$ cat src/rtl/fifo_rr_arbiter_pkg.sv
// fifo_arb_pkg: shared state encoding, default sizes and destination-field helper for fifo_rr_arbiter.
package fifo_arb_pkg;
    localparam int N_QUEUES_DEF = 4;
    localparam int DATA_SIZE_DEF = 12;
    localparam int DEST_W = $clog2(N_QUEUES_DEF);
    localparam int PTR_W = DEST_W;

    typedef enum logic [2:0] {
        INIT   = 3'd0,
        IDLE   = 3'd1,
        ACTIVE = 3'd2,
        PAUSE  = 3'd3,
        ERROR  = 3'd4
    } arb_state_t;

    function automatic int unsigned dest_of(input logic [31:0] word, input int unsigned dsize, input int unsigned dw);
        return (word >> (dsize - dw)) & ((32'd1 << dw) - 32'd1);
    endfunction
endpackage

$ cat src/rtl/fifo_rr_arbiter_if.sv
// fifo_rr_arbiter_if: FIFO-side signals of the arbiter; slave is the arbiter, master the FIFO side.
interface fifo_rr_arbiter_if #(
    parameter int DATA_SIZE = 12,
    parameter int N_QUEUES = 4
);
    logic [DATA_SIZE-1:0]          th_af_cfg;
    logic [DATA_SIZE-1:0]          th_ae_cfg;
    logic [N_QUEUES-1:0]           in_empty;
    logic [N_QUEUES*DATA_SIZE-1:0] in_data;
    logic [N_QUEUES-1:0]           out_pause;
    logic                          fifo_error;
    logic [N_QUEUES-1:0]           in_pop;
    logic [N_QUEUES-1:0]           out_push;
    logic [DATA_SIZE-1:0]          out_data;
    logic [DATA_SIZE-1:0]          th_almost_full;
    logic [DATA_SIZE-1:0]          th_almost_empty;
    logic [2:0]                    arb_state;

    modport master (
        output th_af_cfg, th_ae_cfg, in_empty, in_data, out_pause, fifo_error,
        input  in_pop, out_push, out_data, th_almost_full, th_almost_empty, arb_state
    );
    modport slave (
        input  th_af_cfg, th_ae_cfg, in_empty, in_data, out_pause, fifo_error,
        output in_pop, out_push, out_data, th_almost_full, th_almost_empty, arb_state
    );
endinterface

$ cat src/rtl/fifo_rr_arbiter_rr_grant.sv
// rr_grant: combinational round-robin picker, first requester at or after ptr_i (N must be a power of 2).
module rr_grant
    import fifo_arb_pkg::*;
#(
    parameter int N = N_QUEUES_DEF,
    parameter int PW = PTR_W
) (
    input  logic [N-1:0]  req_i,
    input  logic [PW-1:0] ptr_i,
    output logic [N-1:0]  gnt_o,
    output logic [PW-1:0] idx_o,
    output logic          valid_o
);
    always_comb begin
        valid_o = 1'b0;
        idx_o = '0;
        for (int k = N - 1; k >= 0; k--) begin
            if (req_i[ptr_i + PW'(k)]) begin
                valid_o = 1'b1;
                idx_o = ptr_i + PW'(k);
            end
        end
        gnt_o = valid_o ? N'(1) << idx_o : '0;
    end
endmodule

$ cat src/rtl/fifo_rr_arbiter.sv
// fifo_rr_arbiter: round-robin pop/push scheduler between N input and N output FIFOs.
// Optional FIFO_ARB_STATS_EN adds per-input saturating 8-bit pop counters on grant_cnt.
module fifo_rr_arbiter
    import fifo_arb_pkg::*;
#(
    parameter int DATA_SIZE = DATA_SIZE_DEF,
    parameter int N_QUEUES = N_QUEUES_DEF,
    parameter logic [DATA_SIZE-1:0] TH_AF_DEF = 'h7,
    parameter logic [DATA_SIZE-1:0] TH_AE_DEF = 'h1
) (
    input logic clk,
    input logic reset,
    fifo_rr_arbiter_if.slave bus
`ifdef FIFO_ARB_STATS_EN
    ,
    output logic [N_QUEUES*8-1:0] grant_cnt
`endif
);
    localparam int DW = $clog2(N_QUEUES);

    arb_state_t state_q, state_d;
    logic [DW-1:0] rr_ptr_q, rr_ptr_d, p_idx_q, g_idx;
    logic p_valid_q, w_valid_q, g_valid, err, pop, push;
    logic [N_QUEUES-1:0] gnt;
    logic [DATA_SIZE-1:0] data_q, hold_q, th_af_q, th_ae_q;

    rr_grant #(.N(N_QUEUES), .PW(DW)) u_grant (
        .req_i(~bus.in_empty),
        .ptr_i(rr_ptr_q),
        .gnt_o(gnt),
        .idx_o(g_idx),
        .valid_o(g_valid)
    );

    always_comb begin
        err = bus.fifo_error || state_q == ERROR;
        pop = state_q == ACTIVE && !err && g_valid;
        push = w_valid_q && !err;
        rr_ptr_d = pop ? g_idx + DW'(1) : rr_ptr_q;
        state_d = bus.fifo_error ? ERROR :
                  state_q == INIT ? IDLE :
                  state_q == ERROR ? ERROR :
                  |bus.out_pause ? PAUSE :
                  &bus.in_empty ? IDLE : ACTIVE;
    end

    // out_data is muxed so a suppressed push never exposes a new word
    assign bus.in_pop = pop ? gnt : '0;
    assign bus.out_push = push ? N_QUEUES'(1) << dest_of(32'(data_q), DATA_SIZE, DW) : '0;
    assign bus.out_data = push ? data_q : hold_q;
    assign bus.th_almost_full = th_af_q;
    assign bus.th_almost_empty = th_ae_q;
    assign bus.arb_state = state_q;

    always_ff @(posedge clk) begin
        if (reset) begin
            state_q <= INIT;
            rr_ptr_q <= '0;
            p_valid_q <= 1'b0;
            p_idx_q <= '0;
            w_valid_q <= 1'b0;
            data_q <= '0;
            hold_q <= '0;
            th_af_q <= TH_AF_DEF;
            th_ae_q <= TH_AE_DEF;
        end else begin
            state_q <= state_d;
            rr_ptr_q <= rr_ptr_d;
            p_valid_q <= pop;
            p_idx_q <= g_idx;
            w_valid_q <= p_valid_q && !err;
            hold_q <= bus.out_data;
            if (p_valid_q) data_q <= bus.in_data[p_idx_q*DATA_SIZE +: DATA_SIZE];
            if (state_q == INIT) begin
                th_af_q <= bus.th_af_cfg;
                th_ae_q <= bus.th_ae_cfg;
            end
        end
    end

`ifdef FIFO_ARB_STATS_EN
    logic [7:0] cnt_q [N_QUEUES];
    always_ff @(posedge clk) begin
        for (int i = 0; i < N_QUEUES; i++) begin
            if (reset) cnt_q[i] <= '0;
            else if (bus.in_pop[i] && cnt_q[i] != 8'hFF) cnt_q[i] <= cnt_q[i] + 8'd1;
        end
    end
    for (genvar g = 0; g < N_QUEUES; g++) begin : g_cnt
        assign grant_cnt[g*8 +: 8] = cnt_q[g];
    end
`endif
endmodule

$ cat src/flat_wrapper.sv
// flat-port wrapper written by rule: the top's interface ports become plain ports
module fifo_rr_arbiter_flat import fifo_arb_pkg::*;
#(
    parameter int DATA_SIZE = DATA_SIZE_DEF,
    parameter int N_QUEUES = N_QUEUES_DEF,
    parameter logic [DATA_SIZE-1:0] TH_AF_DEF = 'h7,
    parameter logic [DATA_SIZE-1:0] TH_AE_DEF = 'h1
)
  (clk, reset, bus_th_af_cfg, bus_th_ae_cfg, bus_in_empty, bus_in_data, bus_out_pause, bus_fifo_error, bus_in_pop, bus_out_push, bus_out_data, bus_th_almost_full, bus_th_almost_empty, bus_arb_state);
  fifo_rr_arbiter_if #(.DATA_SIZE(DATA_SIZE), .N_QUEUES(N_QUEUES)) bus_i ();
  input logic clk;
  input logic reset;
  input wire logic [$bits(bus_i.th_af_cfg)-1:0] bus_th_af_cfg;
  input wire logic [$bits(bus_i.th_ae_cfg)-1:0] bus_th_ae_cfg;
  input wire logic [$bits(bus_i.in_empty)-1:0] bus_in_empty;
  input wire logic [$bits(bus_i.in_data)-1:0] bus_in_data;
  input wire logic [$bits(bus_i.out_pause)-1:0] bus_out_pause;
  input wire logic [$bits(bus_i.fifo_error)-1:0] bus_fifo_error;
  output wire logic [$bits(bus_i.in_pop)-1:0] bus_in_pop;
  output wire logic [$bits(bus_i.out_push)-1:0] bus_out_push;
  output wire logic [$bits(bus_i.out_data)-1:0] bus_out_data;
  output wire logic [$bits(bus_i.th_almost_full)-1:0] bus_th_almost_full;
  output wire logic [$bits(bus_i.th_almost_empty)-1:0] bus_th_almost_empty;
  output wire logic [$bits(bus_i.arb_state)-1:0] bus_arb_state;
  assign bus_i.th_af_cfg = bus_th_af_cfg;
  assign bus_i.th_ae_cfg = bus_th_ae_cfg;
  assign bus_i.in_empty = bus_in_empty;
  assign bus_i.in_data = bus_in_data;
  assign bus_i.out_pause = bus_out_pause;
  assign bus_i.fifo_error = bus_fifo_error;
  assign bus_in_pop = bus_i.in_pop;
  assign bus_out_push = bus_i.out_push;
  assign bus_out_data = bus_i.out_data;
  assign bus_th_almost_full = bus_i.th_almost_full;
  assign bus_th_almost_empty = bus_i.th_almost_empty;
  assign bus_arb_state = bus_i.arb_state;
  fifo_rr_arbiter #(.DATA_SIZE(DATA_SIZE), .N_QUEUES(N_QUEUES), .TH_AF_DEF(TH_AF_DEF), .TH_AE_DEF(TH_AE_DEF)) u_core (.clk(clk), .reset(reset), .bus(bus_i));
endmodule
$ cat config.mk
export PLATFORM = sky130hd
export DESIGN_NAME = fifo_rr_arbiter_flat
export DESIGN_NICKNAME = d
export VERILOG_FILES = /design/src/rtl/fifo_rr_arbiter_pkg.sv /design/src/rtl/fifo_rr_arbiter_if.sv /design/src/rtl/fifo_rr_arbiter_rr_grant.sv /design/src/rtl/fifo_rr_arbiter.sv /design/src/flat_wrapper.sv
export SDC_FILE = /design/constraint.sdc
export NUM_CORES = 1
export LEC_CHECK = 0
export CAP_MARGIN = 20
export CELL_PAD_IN_SITES_DETAIL_PLACEMENT = 2
export CELL_PAD_IN_SITES_GLOBAL_PLACEMENT = 2
export CORE_MARGIN = 2
export CORE_UTILIZATION = 24
export DETAILED_ROUTE_END_ITERATION = 10
export GPL_ROUTABILITY_DRIVEN = 0
export PLACE_DENSITY_LB_ADDON = 0.1
export SYNTH_ARGS = -nofsm -noshare
export SYNTH_HDL_FRONTEND = slang
export SYNTH_SLANG_ARGS = --single-unit
$ cat constraint.sdc
create_clock -name clk -period 2.91 [get_ports clk]
set_clock_uncertainty 0.2 [all_clocks]
set_input_delay 0.582 -clock clk [delete_from_list [all_inputs] [get_ports clk]]
set_output_delay 0.582 -clock clk [all_outputs]
set_load 0.005 [all_outputs]
==> impl_metrics.json, run 1 <==
{
  "synthAdderAreaFrac": 0,
  "num_antenna_cells": 0,
  "grt_pass1_vias": 2675,
  "antenna_found_initial": 0,
  "ys.flop_type": "dfxtp_1",
  "ant_nets": 0,
  "synthesis.nets": 335,
  "synth_edf_count": 0,
  "synth_area_leaders": "dfxtp_1, mux4_2, nand2_1, mux2i_1, nor2b_4",
  "wl_microns": 8399,
  "synth-seq-cells": 57,
  "p_sw_mw": 0.4544,
  "cts_tree": "yes",
  "die_x_microns": 106.8,
  "n_fill_cell": 1134,
  "core_sq_mm": 0.01028,
  "initialDrtViolationCount": 53,
  "fin_crit_sh": 0.9758,
  "syn_avg_cell_area_sq_um": 10.06,
  "cts_made_buffers": 9,
  "cts_root_buf": "clkbuf_8",
  "via_per_inst": 4.464,
  "drtPass1Iterations": 2,
  "cts_sinks": 57,
  "ys_async_sr_fraction": 0,
  "finalHoldViolCount": 0,
  "clk_pin_slew_ns": 0.06,
  "crit_slowest_cell": "clkdlybuf4s50_1",
  "synth_cells": 252,
  "cap_viol_max_count": 0,
  "path_class": "input pin to output pin",
  "critPathMaxFanout": 5,
  "report.final.slew_viol_count": 0,
  "max_freq_mhz": 352.2,
  "synth-simple-area-share": 0.2404,
  "synthesis.area_sq_mm": 0.002535,
  "cp-start-kind": "input pin",
  "rows": 37,
  "die_y_microns": 106.8,
  "synth-compound-area-share": 0.06219,
  "yosysTopAreaCellShare": 0.4501,
  "worst_pin_slew_ns": 0.8481,
  "synthMuxAreaShare": 0.2177,
  "synth_largest_area_cell": "dfxtp_1",
  "crit_buf_inv": 2,
  "cts_buffer_depth": 2,
  "p_int_mw": 1.376,
  "grt_max_degree": 31,
  "yosysMostFrequentCell": "dfxtp_1",
  "dr_total_vias": 2366,
  "cp.required_ns": 2.13,
  "gr-total-overflow": 0,
  "port_buffers": 129,
  "crit_arrival_ns": 2.06,
  "peakVddDrop_v": 0.0001722,
  "drive_gt1_frac": 0.2056,
  "fin_total_pwr_mw": 1.831,
  "nets": 472,
  "synth_warnings": 0,
  "grtUsageTotal": 0.1514,
  "p_leak_nw": 1.590,
  "power.combinational.fraction": 0.181,
  "io_pins": 130,
  "hold_path.class": "flop to flop",
  "drc": 0,
  "yosys-top-cells-count": "dfxtp_1, nand2_1, nor2_1, a21oi_1",
  "cts-htree-levels": 3,
  "grt_setup_unrepaired": "false",
  "cp-end-kind": "output pin",
  "setup_violations": 0,
  "crit_family": "buffers and inverters",
  "cts_hold_buf": 0,
  "p_per_area_mw_per_mm2": 428.4,
  "crit_chain": "clkdlybuf4s15_2 > mux2_4 > o211ai_4 > nand2_1 > nor2_1 > clkdlybuf4s50_1",
  "status": "finished clean",
  "p_clk_frac": 0.361,
  "slew_headroom": 0.4346,
  "grt_pass1_wl_microns": 13350,
  "finalSetupTns_ns": 0,
  "post-route-util": 0.4158,
  "start_util": 0.2467,
  "period_needed_ns": 2.840,
  "synth_top_family_by_area": "simple AND/OR/NAND/NOR gates",
  "dp_hpwl_microns": 6118,
  "area_growth_pct": 68.56,
  "clk-insertion-delay-late_ns": 0.33,
  "seq_area_frac_synth": 0.4501,
  "ys_types": 35,
  "pwr-share-seq": 0.457,
  "dieArea_sq_mm": 0.01140,
  "synth_xor_area_frac": 0,
  "wl_per_cell_microns": 15.85,
  "slowest_delay_ns": 0.51,
  "sw_frac_of_total": 0.2482
}
worst min-delay path: stages (launching register included):
cell and delay, ns:
dfxtp_1 0.31, nand2_1 0.05, a21oi_1 0.05
timing repair:
item,4_1_cts,5_1_grt
setup endpoints to repair,20,20
buffers inserted,4,1
pin swaps,6,4
gates resized for setup,22,7
per-layer routing:
metal	vias up	routed length, microns	track usage
met3	4	513	0.05228
met5	-	0	0
met1	1155	3467	0.1665
met4	0	67	0.03896
li1	1140	-	-
met2	67	4351	0.2771
final timing paths:
kind / startpoint / cells past startpoint / slack (ns) / end
worst max register to register: u_core.bus.arb_state[2] / 3 / 1.13 / u_core.bus.th_almost_empty[4]
worst min register to register: u_core.bus.th_almost_empty[10] / 2 / 0.25 / u_core.bus.th_almost_empty[10]
worst min-delay path: u_core.bus.th_almost_empty[10] / 2 / 0.25 / u_core.bus.th_almost_empty[10]
worst max-delay path: bus_in_empty[0] / 6 / 0.07 / bus_in_pop[2]
layout make-up:
cell class	count	area, sq um	share of cell area
clock inverters	3	15.01	0.003514
multi-input cells	179	1390	0.3253
clock buffers	13	158.9	0.03719
well taps	136	170.2	0.03982
flip-flops and latches	57	1145	0.2679
repair buffers	142	1394	0.3262
sequential cells by signal, summed over array words and instances, names as in the netlist:
signal and cells:
u_core.bus.arb_state 3, u_core.data_q 12, u_core.rr_ptr_q 2, u_core.bus.th_almost_empty 12, u_core.bus.th_almost_full 12, u_core.p_valid_q 1, u_core.w_valid_q 1, u_core.hold_q 12
u_core.p_idx_q 2
layout by cell type, fill, tap and decap left out, types with 3 or more instances in the layout:
master	Yosys	routed
nand2_1	55	54
nor2_1	23	22
dfxtp_2	0	3
mux2_4	7	8
buf_4	1	12
nor4_1	3	3
mux4_2	12	12
mux2i_1	12	12
a21oi_1	21	21
nand3b_1	4	4
clkinv_2	0	3
nor2b_1	4	4
nor2b_4	8	8
mux2_2	5	4
clkdlybuf4s50_1	0	122
dfxtp_1	57	54
clkbuf_8	0	11
metrics by stage:
stage,hold WS (ns),cells,instance area [sq um],worst slack (ns)
floorplan,0.2443,252,2535,0.8562
global placement,0.2414,509,3994,-0.2434
detailed placement,0.2508,509,3994,-0.3182
CTS,0.2611,529,4253,0.008628
global route,0.2730,530,4273,0.007875
finish,0.2544,530,4273,0.07031
power by group through the flow:
stage	sequential (mW)	combinational, mW	clock (mW)
after global routing	0.842	0.365	0.734
final	0.837	0.332	0.661
after detailed placement	0.854	0.328	0
after global placement	0.853	0.321	0
after floorplan	0.851	0.118	0
after CTS	0.837	0.338	0.694
kinds of logic after synthesis:
family,count (synthesis)
AO/OA/AOI/OAI,27
buffers and inverters,16
flip-flops,57
multiplexers,36
AND/OR/NAND/NOR,116
Note: power is estimated with default switching activity, not from simulation.
==> run 2, diff against run 1 <==
- CORE_MARGIN: 2 -> unset
==> run 2 against run 1 <==
  * Non-clock buffer count stayed put
  * Setup slack worse by 0.011 ns
  * Combinational power is 2% higher
  * Critical path type unchanged
  * Largest power group unchanged
  * Highest routed layer unchanged
==> impl_metrics.json, run 2 (synthesized netlist as in run 1, its figures left out) <==
{
  "core_sq_mm": 0.01028,
  "nets": 473,
  "p_per_area_mw_per_mm2": 449.5,
  "holdWs_ns": 0.2590,
  "max_freq_mhz": 350.9,
  "post-route-util": 0.4214,
  "status": "finished clean",
  "cts_buffer_depth": 2,
  "grt_max_degree": 31,
  "cts_tree": "yes",
  "met1_usage": 0.1725,
  "slew_headroom": 0.4167,
  "peakVddDrop_v": 0.0002735,
  "crit_chain": "clkdlybuf4s15_2 > mux2_4 > o211ai_4 > and3_4 > clkdlybuf4s50_1",
  "finalHoldViolCount": 0,
  "drtPass1Iterations": 3,
  "dieArea_sq_mm": 0.01098,
  "dr_total_vias": 2373,
  "endpoint": "bus_in_pop[0]",
  "worst-path-stages": 5,
  "final_cell_mix": "clkdlybuf4s50_1, nand2_1, dfxtp_1",
  "critPathMaxFanout": 5,
  "crit_family": "buffers and inverters",
  "initialDrtViolationCount": 52,
  "path_class": "input pin to output pin",
  "grt_pass1_wl_microns": 13480,
  "via_per_inst": 4.469,
  "p_leak_nw": 1.598,
  "drc": 0,
  "crit_slowest_cell": "clkdlybuf4s50_1",
  "finalSetupTns_ns": 0,
  "setup_violations": 0,
  "cts-htree-levels": 3,
  "antenna_found_initial": 0,
  "grtUsageTotal": 0.1592,
  "report.final.slew_viol_count": 0,
  "crit_buf_inv": 2,
  "start_util": 0.2467,
  "wl_microns": 8579,
  "gr-total-overflow": 0,
  "area_growth_pct": 70.83,
  "cp-end-kind": "output pin",
  "clk-insertion-delay-late_ns": 0.33,
  "die_x_microns": 104.8,
  "cts_sinks": 57,
  "fin_crit_sh": 0.9794,
  "regToRegSetupSlack_ns": 1.06,
  "crit_arrival_ns": 2.07,
  "wl_per_cell_microns": 16.16,
  "worst_pin_slew_ns": 0.8749,
  "cap_viol_max_count": 0,
  "grt_pass1_vias": 2616,
  "slowest_delay_ns": 0.50,
  "rows": 37,
  "r2r_cells": 3,
  "drive_gt1_frac": 0.2127,
  "layout_commonest_cell": "clkdlybuf4s50_1",
  "timing.rr.start": "u_core.bus.arb_state[2]",
  "num_antenna_cells": 0,
  "cts_root_buf": "clkbuf_8",
  "use_met3": 0.04991,
  "critPathLaunch": "bus_in_empty[0]",
  "dp_hpwl_microns": 6205,
  "cts_hold_buf": 0,
  "grt_most_used_layer": "met2",
  "clk_pin_slew_ns": 0.07,
  "port_buffers": 129,
  "grt_use_met2": 0.2938,
  "worstReg2RegEnd": "u_core.bus.th_almost_empty[1]",
  "cts_made_buffers": 9,
  "cp.required_ns": 2.13,
  "hold_path.class": "flop to flop",
  "die_y_microns": 104.8,
  "period_needed_ns": 2.850,
  "cp-start-kind": "input pin",
  "ant_nets": 0,
  "io_pins": 130,
  "fin_total_pwr_mw": 1.946
}
## run 2: changes by cell type in the layout (fill, tap and decap cells not counted), sizes merged
cell	before	now
clkinv	3	2
clkdlybuf4s50	122	123
dlymetal6s2s	1	0
clkdlybuf4s15	2	1
clkinvlp	0	1
nand2	56	57
bufinv	0	1
## run 2: how the worst min path moves through the flow
stage / startpoint / end / slack, ns / depth (start not counted)
2_1_floorplan: u_core.hold_q[10] / u_core.hold_q[10] / 0.24 / 2
3_3_place_gp: u_core.bus.th_almost_empty[1] / u_core.bus.th_almost_empty[1] / 0.24 / 2
3_5_place_dp: u_core.bus.th_almost_empty[9] / u_core.bus.th_almost_empty[9] / 0.26 / 2
4_1_cts: u_core.bus.th_almost_full[4] / u_core.bus.th_almost_full[4] / 0.27 / 2
5_1_grt: u_core.bus.th_almost_empty[8] / u_core.bus.th_almost_empty[8] / 0.28 / 2
6_report: u_core.bus.th_almost_empty[11] / u_core.bus.th_almost_empty[11] / 0.26 / 2
## run 2: worst min-delay path, cell delays in order (launching register included)
cell and delay, ns:
dfxtp_1 0.31, nand2_1 0.05, a21oi_1 0.05
## run 2: final cells by class
cell class	instances	area, sq um
sequential	57	1145
clock inverter	4	51.30
fill	1126	5947
clock buffer	12	155.1
tap	136	170.2
multi-input combinational	180	1411
timing repair buffer	142	1398
## run 2: routing by layer
layer,up-vias,wire length [microns]
met4,0,78
met5,-,0
met3,6,433
met2,64,4547
li1,1140,-
met1,1163,3518
## run 2: per-stage QoR
step / setup WS, ns / instances / area (sq um)
final: 0.05981 / 531 / 4330
after detailed placement: -0.3168 / 511 / 4009
after floorplan: 0.8562 / 252 / 2535
after global placement: -0.2392 / 511 / 4009
after CTS: 0.005803 / 529 / 4289
after global routing: -0.01168 / 531 / 4330
## run 2: what timing repair did
action | 4_1_cts | 5_1_grt
pin swaps | 5 | 5
setup buffers | 2 | 1
resized for setup | 22 | 8
gates cloned | 0 | 1
endpoints found under the setup margin | 20 | 17
## run 2: power by group
part / total (mW) / internal, mW / switching [mW] / leakage (nW)
Combinational: 0.337 / 0.214 / 0.123 / 1.03
Sequential: 0.839 / 0.813 / 0.0257 / 0.466
Clock: 0.771 / 0.443 / 0.328 / 0.103
Total: 1.95 / 1.47 / 0.477 / 1.60
